===== src/rtl/cpu_types_pkg.sv =====
`default_nettype none
// ============================================================================
//  Package     : cpu_types_pkg
//  Description : Shared CPU datapath types: next-PC select, fetch FSM state,
//                default sequential fetch step and a word-alignment helper.
//  Revision    : 1.0 - initial release
// ============================================================================
package cpu_types_pkg;

    // EX/MEM next-PC source
    typedef enum logic [1:0] {
        PC_NPC = 2'd0,
        PC_BR  = 2'd1,
        PC_J   = 2'd2,
        PC_JR  = 2'd3
    } pcselect_t;

    // Fetch stage state; HALTED is left only through reset
    typedef enum logic [0:0] {
        FETCH  = 1'b0,
        HALTED = 1'b1
    } fetch_state_t;

    localparam logic [31:0] c_PC_STEP_DEFAULT = 32'd4;

    // Instruction addresses are always word aligned
    function automatic logic [31:0] word_align(input logic [31:0] a);
        return a & 32'hFFFF_FFFC;
    endfunction

endpackage
`default_nettype wire


===== src/rtl/fetch_skid.sv =====
`default_nettype none
// ============================================================================
//  Module      : fetch_skid
//  Description : One-entry skid buffer holding a fetched word and its PC+step
//                while the IF/ID latch is stalled. Used only when
//                FETCH_SKID_EN is defined.
//  Revision    : 1.0 - initial release
// ============================================================================
module fetch_skid (
    input  logic        CLK,
    input  logic        nRST,
    input  logic        i_capture,
    input  logic        i_release,
    input  logic        i_clear,
    input  logic [31:0] i_data,
    input  logic [31:0] i_npc,
    output logic        o_valid,
    output logic [31:0] o_data,
    output logic [31:0] o_npc
);
    logic        r_valid;
    logic [31:0] r_data;
    logic [31:0] r_npc;

    // Entry: clear (flush/redirect) beats release, release beats capture
    always_ff @(posedge CLK or negedge nRST) begin
        if (!nRST) begin
            r_valid <= 1'b0;
            r_data  <= 32'h0;
            r_npc   <= 32'h0;
        end else if (i_clear || (i_release && r_valid)) begin
            r_valid <= 1'b0;
        end else if (i_capture && !r_valid) begin
            r_valid <= 1'b1;
            r_data  <= i_data;
            r_npc   <= i_npc;
        end
    end

    assign o_valid = r_valid;
    assign o_data  = r_data;
    assign o_npc   = r_npc;
endmodule
`default_nettype wire


===== src/rtl/fetch_stage.sv =====
`default_nettype none
// ============================================================================
//  Module      : fetch_stage
//  Description : Instruction fetch stage and IF/ID pipeline latch. Owns the
//                PC, issues instruction reads and selects the next PC from
//                EX/MEM redirects under hazard-unit control.
//  Config      : FETCH_SKID_EN - adds a one-entry skid buffer that absorbs a
//                hit arriving while IF/ID is stalled and drops iREN.
//  Revision    : 1.0 - initial release
// ============================================================================
module fetch_stage
    import cpu_types_pkg::*;
#(
    parameter logic [31:0] PC_INIT = 32'h0000_0000,
    parameter logic [31:0] PC_STEP = c_PC_STEP_DEFAULT
) (
    input  logic        CLK,
    input  logic        nRST,
    input  logic        ihit,
    input  logic [31:0] imemload,
    output logic        iREN,
    output logic [31:0] imemaddr,
    input  logic        pc_enable,
    input  logic        ifid_enable,
    input  logic        ifid_flush,
    input  pcselect_t   pc_select,
    input  logic [31:0] br_addr,
    input  logic [31:0] j_addr,
    input  logic [31:0] jr_addr,
    input  logic        halt,
    output logic [31:0] ifid_imemload,
    output logic [31:0] ifid_npc,
    output logic        ifid_valid
);
    fetch_state_t r_state;
    fetch_state_t w_state_nxt;
    logic         r_run;          // 0 until the first edge after reset release
    logic [31:0]  r_pc;
    logic [31:0]  w_pc_sel;
    logic [31:0]  w_npc;
    logic         w_frozen;
    logic         w_redirect;
    logic         w_fetch_act;
    logic         w_skid_valid;
    logic [31:0]  w_ld_ins;
    logic [31:0]  w_ld_npc;
    logic         w_ld_valid;
    logic [31:0]  r_ifid_ins;
    logic [31:0]  r_ifid_npc;
    logic         r_ifid_valid;

    assign w_npc       = r_pc + PC_STEP;
    assign w_frozen    = halt || (r_state == HALTED);
    assign w_redirect  = pc_enable && (pc_select != PC_NPC);
    assign w_fetch_act = r_run && (r_state == FETCH);

    // Holds iREN low for the first cycle after reset is released
    always_ff @(posedge CLK or negedge nRST) begin
        if (!nRST) r_run <= 1'b0;
        else       r_run <= 1'b1;
    end

    // FSM state register
    always_ff @(posedge CLK or negedge nRST) begin
        if (!nRST) r_state <= FETCH;
        else       r_state <= w_state_nxt;
    end

    // FSM next state and read request; halt always wins
    always_comb begin
        w_state_nxt = r_state;
        iREN        = 1'b0;
        case (r_state)
            FETCH: begin
                iREN = w_fetch_act && !w_skid_valid;
                if (halt) w_state_nxt = HALTED;
            end
            HALTED: begin
                w_state_nxt = HALTED;
            end
            default: w_state_nxt = FETCH;
        endcase
    end

    // Next-PC source select; only honoured when the PC is allowed to move
    always_comb begin
        w_pc_sel = r_pc;
        if (pc_enable && r_run && !w_frozen) begin
            case (pc_select)
                PC_NPC:  w_pc_sel = w_npc;
                PC_BR:   w_pc_sel = br_addr;
                PC_J:    w_pc_sel = j_addr;
                PC_JR:   w_pc_sel = jr_addr;
                default: w_pc_sel = w_npc;
            endcase
        end
    end

    // PC register, word aligned, wraps silently at 32 bits
    always_ff @(posedge CLK or negedge nRST) begin
        if (!nRST) r_pc <= word_align(PC_INIT);
        else       r_pc <= word_align(w_pc_sel);
    end

    assign imemaddr = r_pc;

`ifdef FETCH_SKID_EN
    logic [31:0] w_skid_data;
    logic [31:0] w_skid_npc;
    logic        w_skid_capture;

    assign w_skid_capture = ihit && !ifid_enable && w_fetch_act && !halt;

    fetch_skid u_skid (
        .CLK       (CLK),
        .nRST      (nRST),
        .i_capture (w_skid_capture),
        .i_release (ifid_enable),
        .i_clear   (ifid_flush || w_redirect),
        .i_data    (imemload),
        .i_npc     (w_npc),
        .o_valid   (w_skid_valid),
        .o_data    (w_skid_data),
        .o_npc     (w_skid_npc)
    );

    // IF/ID load source: skid entry first, else the live cache word
    always_comb begin
        w_ld_ins   = 32'h0;
        w_ld_npc   = w_npc;
        w_ld_valid = 1'b0;
        if (!w_frozen) begin
            if (w_skid_valid && !w_redirect) begin
                w_ld_ins   = w_skid_data;
                w_ld_npc   = w_skid_npc;
                w_ld_valid = 1'b1;
            end else if (ihit && r_run) begin
                w_ld_ins   = imemload;
                w_ld_valid = 1'b1;
            end
        end
    end
`else
    assign w_skid_valid = 1'b0;

    // IF/ID load source: live cache word, bubble on miss or when halted
    always_comb begin
        w_ld_ins   = 32'h0;
        w_ld_npc   = w_npc;
        w_ld_valid = 1'b0;
        if (!w_frozen && ihit && r_run) begin
            w_ld_ins   = imemload;
            w_ld_valid = 1'b1;
        end
    end
`endif

    // IF/ID latch: flush beats enable, otherwise hold
    always_ff @(posedge CLK or negedge nRST) begin
        if (!nRST) begin
            r_ifid_ins   <= 32'h0;
            r_ifid_npc   <= 32'h0;
            r_ifid_valid <= 1'b0;
        end else if (ifid_flush) begin
            r_ifid_ins   <= 32'h0;
            r_ifid_npc   <= 32'h0;
            r_ifid_valid <= 1'b0;
        end else if (ifid_enable) begin
            r_ifid_ins   <= w_ld_ins;
            r_ifid_npc   <= w_ld_npc;
            r_ifid_valid <= w_ld_valid;
        end
    end

    assign ifid_imemload = r_ifid_ins;
    assign ifid_npc      = r_ifid_npc;
    assign ifid_valid    = r_ifid_valid;
endmodule
`default_nettype wire

===== config.mk =====
export PLATFORM = sky130hd
export DESIGN_NAME = fetch_stage
export DESIGN_NICKNAME = d
export VERILOG_FILES = /design/src/rtl/cpu_types_pkg.sv /design/src/rtl/fetch_skid.sv /design/src/rtl/fetch_stage.sv
export SDC_FILE = /design/constraint.sdc
export NUM_CORES = 1
export LEC_CHECK = 0
export CAP_MARGIN = 20
export CORE_MARGIN = 8
export CORE_UTILIZATION = 42
export CTS_CLUSTER_SIZE = 8
export DETAILED_ROUTE_END_ITERATION = 8
export PLACE_DENSITY = 0.81
export SKIP_CTS_REPAIR_TIMING = 1
export SYNTH_ARGS = -nofsm -noshare
export SYNTH_HDL_FRONTEND = slang
export SYNTH_SLANG_ARGS = --single-unit

===== constraint.sdc =====
create_clock -name CLK -period 2.1 [get_ports CLK]
set_clock_uncertainty 0.05 [all_clocks]
set_input_delay 0.63 -clock CLK [delete_from_list [all_inputs] [get_ports CLK]]
set_output_delay 0.63 -clock CLK [all_outputs]
set_load 0.05 [all_outputs]

Word level (Yosys, flattened, before mapping)
Cells that the tools add are included.

Output and inout bits: 98. Flip-flop bits (word level): 97.

Reduce and logical (&&, ||, !) cells: 9. Bitwise operators: 1. Muxes and demuxes: 12. Equal/unequal tests: 3. $add $sub $neg: 1.

Operator list (number): 32-bit two-way mux (5); 32-bit case mux with 4 select lines (1); 32-bit by 3-bit adder with 32-bit output (second input constant) (1); 1-bit logical AND (5); 1-bit two-way mux (5); 2-bit == test (second input constant) (2); 2-bit by 1-bit == test with 1-bit output (second input constant) (1); 2-bit logical NOT (1); 1-bit case mux with 2 select lines (1); 2-bit nonzero test (1); 1-bit logical NOT (1); 1-bit logical OR (1); 1-bit inverter (1).

Longest topological paths before layout
Depth after elaboration: 7. Gate-level depth with buffers: 7. Gate-level depth less buffers: 6.

Worst setup path after synthesis
No wires, ideal clock.

Path kind: flip-flop to flip-flop. Start point: reg r_pc[3], in the netlist imemaddr[3]. End point: reg r_pc[20], in the netlist imemaddr[20]. Slack: -0.173 ns. Arrival: 2.102 ns. Stages on the path, launching flop included: 7. Period minus slack after synthesis: 2.273 ns. Buffers on the path: 0. Cells stage by stage: dfrtp_1 > ha_1 > nand4_1 > nor4_2 > and3_1 > a31oi_1 > o22a_1.

Longest elaborated chain between the ends: 2.

Ends and longest elaborated chain: start: declaration (RTL line fetch_stage.sv:38) `logic [31:0] r_pc;`; start signal: assignment (RTL line fetch_stage.sv:101) `if (!nRST) r_pc <= word_align(PC_INIT);`; start signal: assignment (RTL line fetch_stage.sv:102) `else r_pc <= word_align(w_pc_sel);`; 32-bit by 3-bit adder with 32-bit output (RTL line fetch_stage.sv:52) `assign w_npc = r_pc + PC_STEP;`; 32-bit case mux with 4 select lines (RTL line fetch_stage.sv:89) `case (pc_select)`.

Every way passes these cells. A chain may end at the register's enable or synchronous reset.

Worst setup path after layout
Start point: reg r_pc[10], in the netlist imemaddr[10]. End point: reg r_ifid_npc[19], in the netlist ifid_npc[19].

Longest elaborated chain between the ends: 3.

Ends and longest elaborated chain: 32-bit by 3-bit adder with 32-bit output (RTL line fetch_stage.sv:52); 32-bit two-way mux (RTL line fetch_stage.sv:168) `end else if (ifid_enable) begin`; 32-bit two-way mux (RTL line fetch_stage.sv:164) `end else if (ifid_flush) begin`; end signal: assignment (RTL line fetch_stage.sv:170) `r_ifid_npc <= w_ld_npc;`; end: declaration (RTL line fetch_stage.sv:49) `logic [31:0] r_ifid_npc;`.

Every way passes these cells. The select of a mux whose other input is x is not followed.

==> results.md <==
* Fin crit period at 1.91 ns
* GP Congestion at 0.887
* Hold_ws at 0.167 ns
* Clock power frac at 0.321
* Clk slew on worst S/H paths at 0.07 ns
* Initial antenna violation count at 0
* Die Area at 15900 um^2
* Total gr overflow at 0
* Pwr dens at 619 nW/um^2
* Crit end category: register
* Inst Count DP at 865
* Leak at 0.00350 uW
* Initial DRC count at 310
* Die height at 126 um
* First-pass GRT wire length at 28600 um
* Worst path slowest cell: dfrtp_2
* Cell area after synthesis at 5080 um^2
* Critical Path AT at 2.10 ns
* First-pass detailed-route iteration total at 5
* Pins Over Slew Limit at 0
* Vias in the first global route at 5178
* Mapped Avg Cell Area at 10.3 um^2
* Final setup vio count at 0
* Seq cells post-synth at 95
* Crit path cell chain: nand4_4 -> nor4_2 -> buf_4 -> nor3b_2 -> xnor2_1 -> a211oi_1
* Nets at 870
* Routed vias/inst at 5.54
* Layout Cells excl Fill at 884
* Sw Ratio at 0.320
* Worst slew margin at 0.637
* Crit path max fanout at 9
* Rows at 40
* Post-synth EDFFs at 0
* Max Buffers Root-to-Sink at 2
* Sequential share of power at 0.419
* Ys async rst share at 1.00
* DR WL/cell at 20.2 um
* Final antenna-violating net count at 0
* Comb pwr share at 0.261
* Root Driver: clkbuf_16
* DR DRC count at 0
* Hold Crit Class: in -> async
* I/O Pins at 235
* R2r startpoint: imemaddr[10]
* Prevailing post-synth register cell: dfrtp_1
* Count of input and output buffers at 224
* Worst setup SP type: register
* Worst skew pair latency at 0.34 ns
* Share of the clock period used by the worst path after layout at 0.907
* Via count at 4895
* MaxCap Viol Count at 0
* P_int at 3300 uW
* Clock sinks at 95
* Largest net degree at the start of global routing at 59
* Area growth from synthesis to layout at 54.2%
* Mapped Cells at 496
* Layout cells sized above 1 at 0.261
* Routed WL at 17800 um
* Sequential area share after synthesis at 0.468
* Outcome: completed
* WP data required at 2.30 ns
* Final hold vios at 0
* Die width at 126 um
* TritonCTS buffer count at 9
* Net switching power at 1550 uW
* Unrepaired setup endpoints after global routing: false
* GR Util All Layers at 0.224
* VDD IR max at 0.000411 V
* Fmax at 525 MHz
* CTS tree: yes
* Crit Path Class: reg -> reg
* Worst-margin pin slew at 0.544 ns
* Critical Path Start: imemaddr[10]
* CP max stage delay at 0.46 ns
* Initial Util at 0.427
* Antenna diodes at 0
* Post-DP HPWL at 14300 um
* Post-synth cell types at 48
* TNS Setup at 0 ns
* Core area at 11900 um^2
* YS warnings at 0
* H-tree Lvls at 3
## power groups by stage
stage	Clock (uW)	Sequential [uW]	Combinational, uW
2_1_floorplan	0	2370	337
3_3_place_gp	0	2060	1250
3_5_place_dp	0	2070	1270
4_1_cts	1590	2030	1270
5_1_grt	1660	2050	1340
6_report	1560	2030	1260
## layout make-up
class	count	area, um^2
Clock buffer	10	229
Fill cell	970	4070
Clock inverter	6	51.3
Inverter	5	18.8
Sequential cell	95	2390
Tap cell	147	184
Multi-Input combinational cell	356	2520
Timing Repair Buffer	265	2440
## layout by cell type, fill, tap and decap left out, drive strengths merged, types with 4 or more instances in the layout
master,Yosys,layout
o21ai,14,14
conb,2,5
a2bb2oi,10,10
and3,7,7
o21a,5,5
o22a,10,10
a22o,36,36
nor2,49,49
nand4,7,7
and4,4,4
mux2,6,6
o221ai,9,9
clkbuf,28,10
a21oi,20,20
nand3,10,10
mux2i,18,18
dfrtp,95,95
nor3,4,4
a31oi,6,6
xor2,14,14
buf,15,139
nor4,5,5
clkdlybuf4s50,0,126
xnor2,14,14
mux4,8,8
nand2,47,47
inv,5,9
a211oi,28,28
## worst max-delay path: cells and delay by family, from the launching register on
kind,cells,cell delay (ns)
AND/OR/NAND/NOR,3,0.73
flip-flops,1,0.46
buffers and inverters,1,0.22
AO/OA/AOI/OAI,1,0.22
XOR/XNOR,1,0.13
## metal layers
layer	GRT usage	part of all wire	up-vias	routed length, um
li1	-	-	2309	-
met1	0.284	0.43	2338	7660
met2	0.361	0.47	231	8380
met3	0.0743	0.086	17	1540
met4	0.0580	0.013	0	240
met5	0	0	-	0
## state kept, by name, summed over array words and instances (netlist names)
signal         cells
r_state            1
ifid_imemload     32
r_run              1
imemaddr          30
ifid_valid         1
ifid_npc          30
## metrics by stage
step / worst slack, ns / utilization / instance area [um^2] / power [uW]
2_1_floorplan: 0.00162 / - / 5110 / 2710
3_3_place_gp: -0.357 / 0.631 / 7520 / 3310
3_5_place_dp: -0.109 / 0.633 / 7540 / 3340
4_1_cts: 0.171 / 0.656 / 7820 / 4900
5_1_grt: 0.0162 / 0.658 / 7840 / 5050
6_report: 0.194 / 0.658 / 7840 / 4850
## path summary, 6_finish.rpt
kind | depth (start not counted) | endpoint | slack (ns)
min in group CLK | 1 | r_state | 0.42
max reg2reg | 6 | ifid_npc[19] | 0.19
max in group asynchronous | 2 | imemaddr[4] | 1.26
min reg2reg | 1 | r_state | 0.42
max | 6 | ifid_npc[19] | 0.19
min | 1 | ifid_imemload[0] | 0.17
## synthesized netlist by cell type, types with 2 or more instances
master / number / share of area
o22a_1: 10 / 0.017
mux2i_1: 18 / 0.035
a31oi_1: 6 / 0.0074
nor2_1: 49 / 0.036
nand2b_1: 2 / 0.0025
buf_2: 7 / 0.0069
nor3_2: 2 / 0.0039
nor3_1: 2 / 0.0020
a22o_1: 36 / 0.062
o221ai_1: 9 / 0.016
nor4_2: 2 / 0.0049
or2_2: 2 / 0.0025
dfrtp_1: 95 / 0.47
and4_1: 3 / 0.0052
conb_1: 2 / 0.0015
o21ai_0: 14 / 0.014
a221oi_1: 3 / 0.0052
a211oi_1: 27 / 0.040
xor2_1: 14 / 0.024
buf_4: 5 / 0.0074
nor4_1: 3 / 0.0037
nand3_1: 10 / 0.0098
xnor2_1: 14 / 0.024
inv_1: 5 / 0.0037
mux2_2: 6 / 0.013
nand4_1: 5 / 0.0062
a2bb2oi_1: 10 / 0.017
a21oi_1: 20 / 0.020
o2bb2ai_1: 3 / 0.0052
and2_1: 2 / 0.0025
clkbuf_1: 28 / 0.021
and3_1: 7 / 0.0086
nand2_1: 47 / 0.035
mux4_2: 8 / 0.035
buf_1: 3 / 0.0022
o21a_1: 5 / 0.0074
## cell families (layout without fill, tap and decap cells)
group	Yosys count	after routing	share of synthesized area
compound gates	147	147	0.217
mux	32	32	0.0842
xor+xnor	28	28	0.0482
flops	95	95	0.468
simple gates	143	143	0.138
buf+inv	48	286	0.0408
other cells	2	5	0.00148
fa+ha+maj	1	1	0.00246
Power figures use the tool's default switching activity.
